**src/rtl/gcd_ctrl_pkg.sv**
```systemverilog
// Shared constants for the subtract-and-swap GCD controller and its datapath:
// state encodings, mux select codes and datapath width.
package gcd_ctrl_pkg;

    localparam int DATA_W = 16;

    localparam logic [2:0] S_IDLE   = 3'd0;
    localparam logic [2:0] S_LOAD_A = 3'd1;
    localparam logic [2:0] S_LOAD_B = 3'd2;
    localparam logic [2:0] S_RUN    = 3'd3;
    localparam logic [2:0] S_DONE   = 3'd4;
    localparam logic [2:0] S_ERR    = 3'd5;

    localparam logic SEL_SUB_AMB = 1'b0;
    localparam logic SEL_SUB_BMA = 1'b1;
    localparam logic SEL_EXT     = 1'b1;
    localparam logic SEL_SUB     = 1'b0;

endpackage

```
**src/rtl/gcd_ctrl.sv**
```systemverilog
// Control FSM for the subtract-and-swap GCD datapath: loads A and B from the
// shared bus, then issues one conditional subtraction per cycle until finished.
//
// state  | meaning
// IDLE   | waiting for start
// LOAD_A | operand A on data_in, register A loads
// LOAD_B | operand B on data_in, register B loads
// RUN    | one compare/subtract per cycle
// DONE   | result valid in register selected by res_sel
// ERR    | both operands zero or iteration limit reached
module gcd_ctrl
    import gcd_ctrl_pkg::*;
#(
    parameter int CNT_W    = 16,
    parameter int MAX_ITER = 65535
) (
    input  logic             clk,
    input  logic             rst,
    input  logic             start,
    input  logic             abort,
    input  logic             lt,
    input  logic             gt,
    input  logic             eq,
    input  logic             a_zero,
    input  logic             b_zero,
    output logic             ld_a,
    output logic             ld_b,
    output logic             sel_in,
    output logic             sel_sub,
    output logic             res_sel,
    output logic             busy,
    output logic             done,
    output logic             err,
    output logic [CNT_W-1:0] iter_cnt
);

    localparam logic [CNT_W-1:0] MAX_CNT = CNT_W'(MAX_ITER);

    logic [2:0] state;
    logic [2:0] state_nxt;
    logic       res_sel_nxt;
    logic       cnt_clr;
    logic       cnt_inc;
    logic       at_max;

    assign at_max = (iter_cnt == MAX_CNT);

    always_comb begin
        state_nxt   = state;
        res_sel_nxt = res_sel;
        ld_a        = 1'b0;
        ld_b        = 1'b0;
        sel_in      = SEL_SUB;
        sel_sub     = SEL_SUB_AMB;
        busy        = 1'b0;
        done        = 1'b0;
        err         = 1'b0;
        cnt_clr     = 1'b0;
        cnt_inc     = 1'b0;
        case (state)
            S_IDLE: begin
                if (start) begin
                    state_nxt = S_LOAD_A;
                    cnt_clr   = 1'b1;
                end
            end
            S_LOAD_A: begin
                busy      = 1'b1;
                ld_a      = 1'b1;
                sel_in    = SEL_EXT;
                state_nxt = S_LOAD_B;
            end
            S_LOAD_B: begin
                busy      = 1'b1;
                ld_b      = 1'b1;
                sel_in    = SEL_EXT;
                state_nxt = S_RUN;
            end
            S_RUN: begin
                busy = 1'b1;
                // Zero and equality checks outrank the limit so a finished
                // computation is never reported as a timeout.
                if (a_zero && b_zero) begin
                    state_nxt = S_ERR;
                end else if (a_zero) begin
                    state_nxt   = S_DONE;
                    res_sel_nxt = 1'b1;
                end else if (b_zero || eq) begin
                    state_nxt   = S_DONE;
                    res_sel_nxt = 1'b0;
                end else if (at_max) begin
                    state_nxt = S_ERR;
                end else if (gt) begin
                    ld_a    = 1'b1;
                    sel_sub = SEL_SUB_AMB;
                    cnt_inc = 1'b1;
                end else if (lt) begin
                    ld_b    = 1'b1;
                    sel_sub = SEL_SUB_BMA;
                    cnt_inc = 1'b1;
                end
            end
            S_DONE, S_ERR: begin
                done = (state == S_DONE);
                err  = (state == S_ERR);
                if (start) begin
                    state_nxt = S_LOAD_A;
                    cnt_clr   = 1'b1;
                end
            end
            default: state_nxt = S_IDLE;
        endcase
        if (abort) begin
            state_nxt   = S_IDLE;
            res_sel_nxt = res_sel;
            cnt_clr     = 1'b0;
        end
    end

    always_ff @(posedge clk or posedge rst) begin
        if (rst) begin
            state   <= S_IDLE;
            res_sel <= 1'b0;
        end else begin
            state   <= state_nxt;
            res_sel <= res_sel_nxt;
        end
    end

    always_ff @(posedge clk or posedge rst) begin
        if (rst) begin
            iter_cnt <= '0;
        end else if (cnt_clr) begin
            iter_cnt <= '0;
        end else if (cnt_inc && !at_max) begin
            iter_cnt <= iter_cnt + 1'b1;
        end
    end

endmodule
```
**config.mk**
```make
export PLATFORM = sky130hd
export DESIGN_NAME = gcd_ctrl
export DESIGN_NICKNAME = d
export VERILOG_FILES = /design/src/rtl/gcd_ctrl_pkg.sv /design/src/rtl/gcd_ctrl.sv
export SDC_FILE = /design/constraint.sdc
export NUM_CORES = 1
export LEC_CHECK = 0
export BUFFER_PORTS_ARGS = -buffer_cell sky130_fd_sc_hd__buf_2
export CORE_MARGIN = 8
export CORE_UTILIZATION = 51
export DETAILED_ROUTE_END_ITERATION = 10
export PLACE_DENSITY = 0.8
export SYNTH_ARGS = -nofsm -noshare
export SYNTH_HDL_FRONTEND = slang
export SYNTH_SLANG_ARGS = --single-unit
```
**constraint.sdc**
```tcl
create_clock -name clk -period 2.9 [get_ports clk]
set_clock_uncertainty 0.2 [all_clocks]
set_input_delay 0.58 -clock clk [delete_from_list [all_inputs] [get_ports clk]]
set_output_delay 0.58 -clock clk [all_outputs]
set_load 0.01 [all_outputs]
```
==> results summary, run 1 <==
The final-report max-slew violation count was 0. The count of inserted antenna diode cells came out at 0. The routed length on met3 came out at 139 um. The number of CTS-inserted buffers is 3.

Clock tree synthesis selected as its root buffer the cell clkbuf_4. In this run, the number of DRC markers left after iteration 0 of detailed routing was 52. The total power density per cell area is 394 mW/mm^2.

The first-pass GRT wire length is 4.68 mm. The netlist uses 32 different library cells. The initial cell density of the core came out at 53.5%.

The share of Yosys cell area claimed by the top area cell type is 42.7%. The number of antenna violations at the first check in global routing is 0. The maximum clock frequency came out at 0.362 GHz. The total number of vias came out at 1061. The I/O pin count came out at 33. STA classifies the critical path endpoint as an output port. The floorplan core area came out at 0.00219 mm^2. The post-cts resize count came out at 0. The mapped cell area came out at 0.00117 mm^2. The number of levels in the clock H-tree came out at 1. The summed negative setup slack over all endpoints came out at 0 ps.

The row count is 17. The number of endpoints failing setup at the final stage came out at 0. The maximum clock path buffer count is 2. Entering global routing, the biggest net connects 21 pins. Cell internal power was estimated by the tool at 0.399 mW. The hold violation count in the final report came to 0.

The total routing resource utilization after global routing is 13.6%. The number of global-route vias before repair came out at 1061. The layout cell share with drive strength beyond 1 came out at 28.8%.

The overall overflow remaining after global route came out at 0. The highest fanout seen on the critical path is 4. The later-pin clock latency in the skew report is 300 ps. The post-detailed-route count of antenna-violating nets is 0. The die area came out at 0.00409 mm^2. The width of the chip came out at 63.9 um.

On the worst path, the slowest cell contributes a delay of 420 ps. The total clock sinks is 20. By startpoint and endpoint, the worst setup path is classified as reg2out. The most area-hungry cell type in the Yosys netlist is dfrtp_1. Across all register-to-register paths, the minimum setup slack is 670 ps. The yosys synthesis warning count is 0. The net switching component of the power came out at 0.159 mW.

The sequential share of power came out at 54.1%. The port buffer count came out at 32. Walking the worst path, the cells encountered are ha_1, and3_1, nand4_1, nor3b_2, and3b_1, o211a_1, buf_2. The slew at the pin closest to its max-slew limit is 760 ps. The number of synthesized register bits is 20.

In the routed layout, each cell is associated on average with a via count of 5.55. Timing analysis after detailed placement gives a worst setup slack of 285 ps. The worst supply voltage drop on vdd came out at 0.206 mV. The post-route total power came out at 0.558 mW. After detailed routing, the met2 layer carries 1.29 mm of wire. The arrival time of the worst setup path came out at 1990 ps. Setup slack on the critical path of the routed design comes to 134 ps. The number of max-cap violations came out at 0.

STA classifies the critical path startpoint as a flip-flop. The path class of the tightest hold or removal check is in2async. The final critical delay including setup and external delays is 2770 ps. The flow ran to the end, and the final reports show no timing, DRC or antenna violations.

The area growth from synthesis to layout came out at 20.7%. Data on the critical path is required at its endpoint by 2120 ps. The static leakage came out at 0.719 nW. The headroom to the max-slew limit came out at 49.2%. The number of placed cells counting well taps is 187.

The number of hold buffers added after cts came out at 0. After detailed routing, the average wire length per cell comes to 14.1 um. The number of optimization iterations in the first detailed-route pass came out at 6. The slowest stage of the critical path belongs to the cell dfrtp_1. The clock tree from TritonCTS is done. The filler cell count in the final layout is 184. Of the total power, the share spent switching nets is 28.5%. In the synthesized netlist, the number of instances is 128.

After detailed routing, the total wire length is 2.69 mm. The filler-free cell count of the finished design came out at 191. The net count of the finished layout is 174. The total setup buffers inserted after CTS came out at 0. The detailed router put a total of 1.21 mm of wire on met1.

Per report_power, the clock group accounts for 29.5% of the total. After synthesis, the cell types taking the most area are dfrtp_1 (43%), xor2_1 (8.2%), nor2_1 (8.0%), nor4_4 (3.6%), nand4_1 (3.2%). Measured along the y axis, the die boundary spans 63.9 um. The average instance area after synthesis is 9.16 um^2. The remaining routing DRC violations is 0. The combinational cell fraction of total power came out at 16.5%.

The placed wire-length estimate came out at 2.08 mm. The total nets after synthesis came out at 138. The highest metal layer carrying signal wires in the routed design is met4.

The final critical-path share of the clock period came out at 95.4%. The clock slew seen by the registers of the worst setup and hold paths is 120 ps. After synthesis, flip-flops and latches occupy 42.7% of the total area. The placer congestion estimate came out at 0.914.
## kinds of logic (layout without fill, tap and decap cells)
kind of cell / count (synthesis) / after routing / synth area share [%]
XOR/XNOR: 14 / 14 / 10.5
multiplexers: 1 / 1 / 0.854
buffers and inverters: 9 / 44 / 2.99
adder cells (fa/ha/maj): 1 / 1 / 1.07
AND/OR/NAND/NOR: 69 / 69 / 33.8
flip-flops: 20 / 20 / 42.7
AO/OA/AOI/OAI: 14 / 14 / 8.11
## state kept, by name, indices dropped and copies added, names as in the netlist
register	count
iter_cnt	16
res_sel	1
state	3
## cell type report
| type | instances | area [um^2] | area share (%) |
|---|---|---|---|
| multi-input combinational | 99 | 642 | 45.4 |
| timing repair buffer | 35 | 183 | 12.9 |
| sequential | 20 | 500 | 35.4 |
| clock buffer | 4 | 36.3 | 2.56 |
| inverter | 5 | 18.8 | 1.33 |
| tap | 28 | 35.0 | 2.48 |
## synth_stat cells
cell type and n:
or3_4 1, xor2_1 11, xnor2_1 3, nor2_1 25
o211a_1 1, nand3_1 7, nor3_1 3, nor3b_1 1
or2_2 1, dfrtp_1 20, nand4_1 6, nand2_1 7
mux2i_1 1, nor4_4 2, clkbuf_1 3, o31ai_1 1
a21oi_1 5, o21ai_0 4, and2_1 3, nand3b_2 1
nand4b_1 1, o32ai_1 1, buf_2 1, a311oi_1 1
or3_1 1, ha_1 1, inv_1 5, and4_1 3
a2111oi_2 1, nand3_2 1, and3b_1 1, and3_1 5
## layer usage
layer | GRT usage [%] | vias up
met5 | 0 | -
met4 | 5.01 | 0
met3 | 3.66 | 6
met2 | 23.3 | 24
met1 | 15.8 | 510
li1 | - | 521
## stage by stage
| step | cell area, um^2 | util [%] | hold WS (ps) |
|---|---|---|---|
| floorplan | 1170 | - | 344 |
| global placement | 1370 | 62.7 | 317 |
| detailed placement | 1370 | 62.7 | 314 |
| CTS | 1410 | 64.4 | 224 |
| global route | 1420 | 64.6 | 278 |
| finish | 1420 | 64.6 | 190 |
## worst max-delay path, delay by kind of cell (launching register included)
kind / cells / cell delay [ps]
AOI/OAI and AO/OA: 1 / 200
buffers and inverters: 1 / 130
and+or+nand+nor: 4 / 730
DFF: 1 / 420
adders and majority gates: 1 / 210
## power by group through the flow
stage                     registers [mW]  logic (mW)  clock network (mW)
final                              0.302      0.0918               0.164
after detailed placement           0.307      0.0934                   0
after global placement             0.306      0.0918                   0
after floorplan                    0.294      0.0717                   0
after CTS                          0.301      0.0933               0.171
after global routing               0.304       0.104               0.177
## worst paths after layout
check	start	endpoint	cells after the start
max in group asynchronous	rst	iter_cnt[0]	2
min	rst	iter_cnt[14]	2
max	iter_cnt[0]	ld_b	7
max reg2reg	state[1]	iter_cnt[14]	5
min reg2reg	res_sel	res_sel	2
min in group clk	abort	state[0]	2
## layout by cell type (no fill, tap or decap), types with 2 or more instances in the layout
master / netlist / layout
buf_2: 1 / 32
nor2_1: 25 / 25
dfrtp_1: 20 / 20
xor2_1: 11 / 11
nand3_1: 7 / 7
nand2_1: 7 / 7
nand4_1: 6 / 6
inv_1: 5 / 5
and3_1: 5 / 5
a21oi_1: 5 / 5
o21ai_0: 4 / 4
and4_1: 3 / 3
nor3_1: 3 / 3
and2_1: 3 / 3
xnor2_1: 3 / 3
clkbuf_4: 0 / 3
buf_4: 0 / 3
nor4_4: 2 / 2
Note: power is estimated with default switching activity, not from simulation.
==> run 2: changes to the inputs <==
CORE_UTILIZATION = 46   (was 51)
PLACE_DENSITY = 0.77   (was 0.8)
SLEW_MARGIN = 40   (was not set)
clock period = 2.4 ns   (was 2.9 ns; I/O delays follow)
==> results summary, run 2 (synthesized netlist as in run 1, its figures left out) <==
The run finished, with violations left. The checks that failed: negative setup slack. STA classifies the critical path endpoint as an output port.

Routed signal wires occupy layers up through met4. The worst hold slack across all endpoints is 202 ps. The slew at the pin closest to its max-slew limit is 435 ps. The area growth from synthesis to layout is 39.1%. The filler cells instantiated in the layout total 192. After the first detailed-routing iteration, the DRC count stood at 63. The post-route total power is 0.774 mW. The required time reported for the critical path endpoint is 1720 ps. The combinational cell fraction of total power is 18.3%. Counting I/O delays and the setup requirement, the final critical path takes 2610 ps. The number of optimization iterations in the first detailed-route pass is 4. Cells fill 66.4% of the core in the end. The placed wire-length estimate is 2.21 mm.

The largest registers in the layout are iter_cnt x16, state x3, res_sel x1. The clock network fraction of total power came out at 35.7%. Setup violations remaining at the end of the flow were counted as 3. In this run the worst hold path is classified as in2reg. The routed design uses 160 um of met3 wire. The internal power summed over all cells is 0.572 mW.

Counting the buffers created by CTS gives 3. The average via count per standard cell is 5.46. After clock tree synthesis, the clock-pin slew on the worst setup and hold paths is 130 ps.

The net switching component of the power is 0.202 mW. Leaving out fill and tap cells, the most frequent cell in the layout is buf_2. The CTS root buffer is clkbuf_4. The count of nets left with antenna violations once routing finished came out at 0.

The highest fanout seen on the critical path came out at 3. The number of global-route vias before repair is 1118. The y dimension of the die came out at 66.5 um.

The flip-flop count of the largest register after layout came out at 16. The layout cell share with drive strength beyond 1 is 38.8%. The routed length on met2 is 1.56 mm. The post-route cell area is 0.00163 mm^2.

The port buffer count came out at 32. In the routed design, unresolved DRC markers number 0. Net switching is 26.1% of the power.

Entering global routing, the biggest net connects 21 pins. The first-pass GRT wire length came out at 5.00 mm. The slack of the critical path came out at -213 ps.

The number of placed cells counting well taps is 198. More flip-flops sit in one register than any other, and that register is iter_cnt. The final critical-path share of the clock period is 109%. At the end of routability-driven placement, the weighted congestion stood at 0.853. The worst setup path is of the reg2out kind.

In this run the tightest slew margin relative to its limit is 70.8%. The total routing resource utilization after global routing came out at 14.1%. The I/O pin count came out at 33. Setup repair after global routing could not meet its margin everywhere. The static leakage came out at 0.829 nW. The arrival time of the worst setup path came out at 1930 ps.

TritonCTS built the clock tree. The longest clock path from root to sink contains 2 buffers. The total power density per cell area came out at 475 mW/mm^2.

Summed over all layers, the global routing overflow is 0. The worst setup path is launched from a flip-flop. The total routed wirelength came out at 3.11 mm.

The number of antenna violations at the first check in global routing is 0. The initial cell density of the core came out at 47.8%. The floorplan core area is 0.00245 mm^2. In the layout the commonest cells are buf_2 (30), nor2_1 (25), buf_4 (22). The sequential share of power is 46.1%.

The width of the chip is 66.5 um. The row count came out at 18. The final-report max-slew violation count is 0. The floorplan step defined a die boundary enclosing 0.00442 mm^2. The later-pin clock latency in the skew report is 300 ps. CTS built an H-tree with a depth of 1. The filler-free cell count of the finished design came out at 213.

Static timing analysis puts the maximum clock frequency at 0.383 GHz. The summed negative setup slack over all endpoints is -480 ps. The routed length per placed instance came out at 14.6 um. Max-cap violations in this run came to 0. The hold violation count in the final report is 0. The total number of vias came out at 1162. VDD sags by at most 0.384 mV.

0 antenna diodes ended up in the layout. The pre-CTS setup slack is 21.2 ps. The detailed router put a total of 1.36 mm of wire on met1. The instance area at placement came out at 0.00145 mm^2. The total clock sinks is 20.

After the last flow step, the layout net total stands at 194.
## run 2: changes by cell type in the layout (fill, tap and decap cells not counted), sizes merged
cell | before | now
clkbuf | 4 | 3
bufinv | 0 | 1
dlygate4sd3 | 0 | 1
buf | 35 | 54
## run 2: path summary, 6_finish.rpt
kind,cells after the start,startpoint,slack [ps],to
worst max-delay path,7,iter_cnt[1],-210,ld_b
worst min-delay path,2,abort,200,state[1]
worst max register to register,9,iter_cnt[1],200,iter_cnt[14]
worst min register to register,2,res_sel,350,res_sel
max in group asynchronous,3,rst,1180,iter_cnt[15]
min in group asynchronous,3,rst,500,iter_cnt[5]
## run 2: what timing repair did
item	CTS	global route
resized for setup	2	6
hold buffers	0	1
hold endpoints to repair	0	20
setup buffers	5	5
pin swaps	1	2
setup endpoints to repair	3	3
## run 2: final cells by class
| class | count | area (um^2) | share of cell area (%) |
|---|---|---|---|
| multi-input combinational | 99 | 673 | 41.3 |
| sequential | 20 | 500 | 30.7 |
| timing repair buffer | 55 | 348 | 21.3 |
| tap | 30 | 37.5 | 2.30 |
| clock inverter | 1 | 30.0 | 1.84 |
| clock buffer | 3 | 22.5 | 1.38 |
| inverter | 5 | 18.8 | 1.15 |
## run 2: layer usage
metal,up-vias,track usage (%)
li1,559,-
met1,569,16.4
met2,30,24.7
met3,4,3.19
met4,0,5.07
met5,-,0
## run 2: critical path: stages (launching register included)
cell     delay (ps)
dfrtp_1         420
ha_4            170
and3_4          180
nand4_1         140
nor3b_4         190
and3b_1         190
o211a_1         210
buf_6           120
## run 2: power groups by stage
stage / registers, mW / logic (mW) / clock network [mW]
final: 0.356 / 0.141 / 0.276
after global routing: 0.357 / 0.156 / 0.288
after CTS: 0.356 / 0.131 / 0.278
after detailed placement: 0.362 / 0.130 / 0
after global placement: 0.361 / 0.127 / 0
after floorplan: 0.356 / 0.0870 / 0
==> run 3: changes to the inputs <==
==> constraint.sdc (replaced) <==
create_clock -name clk -period 2.4 [get_ports clk]
set_clock_uncertainty 0.2 [all_clocks]
set_input_delay 0.12 -clock clk [delete_from_list [all_inputs] [get_ports clk]]
set_output_delay 0.12 -clock clk [all_outputs]
set_load 0.01 [all_outputs]
==> results summary, run 3 (synthesized netlist as in run 1, its figures left out) <==
The run finished with clean final reports. For this design the top-level I/O count stands at 33. The number of buffers and inverters on the critical path came out at 1. The first TritonRoute pass finished after 4 iterations. The later-pin clock latency in the skew report is 300 ps. The initial cell density of the core came out at 47.8%. In the routed layout, each cell is associated on average with a via count of 5.47. The hold violation count in the final report is 0. The final layout contains 184 nets. The maximum single-stage delay on the critical path is 420 ps. The number of levels in the clock H-tree came out at 1.

The number of global-route vias before repair came out at 1058. At the end of routability-driven placement, the weighted congestion stood at 0.917. STA classifies the critical path startpoint as a flip-flop. Setup violations remaining at the end of the flow were counted as 0. The HPWL after detailed placement is 2.11 mm.

The overall overflow remaining after global route came out at 0. The path class of the tightest hold or removal check is in2reg. The count of inserted antenna diode cells is 0.

The final critical delay including setup and external delays is 2280 ps. The number of clock buffers added by TritonCTS is 3. The first-pass GRT wire length came out at 4.67 mm.

The total number of vias is 1111. Leaving out fill and tap cells, the most frequent cell in the layout is buf_2. The static leakage is 0.758 nW. The number of antenna violations at the first check in global routing is 0. Among all stages on the critical path, the largest delay is contributed by dfrtp_1. The maximum clock frequency came out at 0.439 GHz.

Dividing the detail-routed wire length by the instance count gives 13.8 um. The y dimension of the die is 66.5 um. The total power density per cell area came out at 455 mW/mm^2. TritonCTS built the clock tree.

Traced cell by cell, the critical path runs through ha_2, and3_1, nand4_1, nor3b_2, and3b_1, o211a_1, buf_2. The number of DRC markers in iteration 0 came out at 41. In this run the clock root is driven by a clkbuf_4. In the final layout, the registers with the most flip-flops are iter_cnt x16, state x3, res_sel x1. The core region is 0.00245 mm^2.

The headroom to the max-slew limit is 71.5%. In this run the remaining antenna-violating nets after routing total 0. The area growth from synthesis to layout came out at 29.0%. Excluding fillers, the count of instances in the completed layout stands at 203. The number of max-cap violations came out at 0.

The worst setup path is captured at an output port. The filler cell count in the final layout is 197. The total routing resource utilization after global routing is 13.2%. The final-report max-slew violation count came out at 0. The die area is 0.00442 mm^2.

Once placement completed, the tool counted placed cells totaling 191. In the finished design, the share of the clock period the worst path needs comes to 95.0%. After floorplanning, the core was divided into 18 placement rows. The highest fanout seen on the critical path is 4.

The family with the most delay on the worst path is simple AND/OR/NAND/NOR gates. The critical path in this run is classified as reg2out. More flip-flops sit in one register than any other, and that register is iter_cnt. After detailed routing, the number of remaining DRC violations is 0.

The post-route netlist has 30.1% of its cells at a drive strength greater than 1. Entering global routing, the biggest net connects 21 pins. In the layout the commonest cells are buf_2 (32), nor2_1 (25), dfrtp_1 (20). The port buffer count is 32.

The arrival time of the worst setup path came out at 1960 ps. The required time reported for the critical path endpoint came out at 2080 ps. The worst supply voltage drop on vdd came out at 0.434 mV. Summing internal, switching and leakage power gives 0.688 mW. The total routed wirelength came out at 2.80 mm.

The maximum clock path buffer count is 2. The register with the most flip-flops in the layout has 16 of them. The total clock sinks came out at 20. From left edge to right edge, the die measures 66.5 um.

At the pin with the least slew margin, the transition time is 425 ps. The clock slew seen by the registers of the worst setup and hold paths is 110 ps.
## run 3: what timing repair did
action | CTS | global route
buffers inserted | 0 | 1
hold endpoints to repair | 24 | 0
gates resized for setup | 0 | 2
hold buffers | 7 | 0
setup endpoints to repair | 0 | 2
## run 3: layout make-up
class	count	area, um^2	area share (%)
Multi-Input combinational cell	99	644	42.6
Clock buffer	4	36.3	2.40
Sequential cell	20	500	33.1
Timing Repair Buffer	45	275	18.2
Inverter	5	18.8	1.24
Tap cell	30	37.5	2.48
## run 3: metrics by stage
step	utilization [%]	setup WS (ps)	TNS, ps	cell area, um^2	hold slack [ps]
floorplan	-	271	0	1170	-116
global placement	56.7	462	0	1390	90.7
detailed placement	56.7	386	0	1390	88.9
CTS	61.0	73.6	0	1500	80.9
global route	61.6	-13.8	-13.8	1510	117
finish	61.6	121	0	1510	90.7
## run 3: worst reg2reg max path: cells and delay by family (launching register included)
family | cells | cell delay (ps)
simple gates | 3 | 770
buf+inv | 1 | 560
flops | 1 | 460
compound gates | 1 | 180
## run 3: worst paths after layout
kind | startpoint | end | slack (ps) | cells past startpoint
setup reg to reg | state[2] | res_sel | 130 | 5
max in group asynchronous | rst | iter_cnt[2] | 1560 | 3
setup / recovery | iter_cnt[0] | ld_b | 120 | 7
hold reg to reg | iter_cnt[6] | iter_cnt[6] | 390 | 2
hold / removal | b_zero | state[0] | 90 | 5
min in group asynchronous | rst | iter_cnt[13] | 140 | 3
## run 3: routing by layer
metal  routed length, um  global-route usage, %  share of wire, %  up-vias
met2                1380                   22.7                49       38
met3                 196                   4.53               7.0        7
met5                   0                      0                 0        -
met1                1180                   15.3                42      525
met4                  44                   3.47               1.6        0
li1                    -                      -                 -      541
## run 3: power by group
part	leakage, nW	switching, mW	internal [mW]	total, mW
sequential	0.273	0.0117	0.344	0.356
clock	0.0210	0.101	0.0927	0.193
combinational	0.465	0.0812	0.0572	0.138
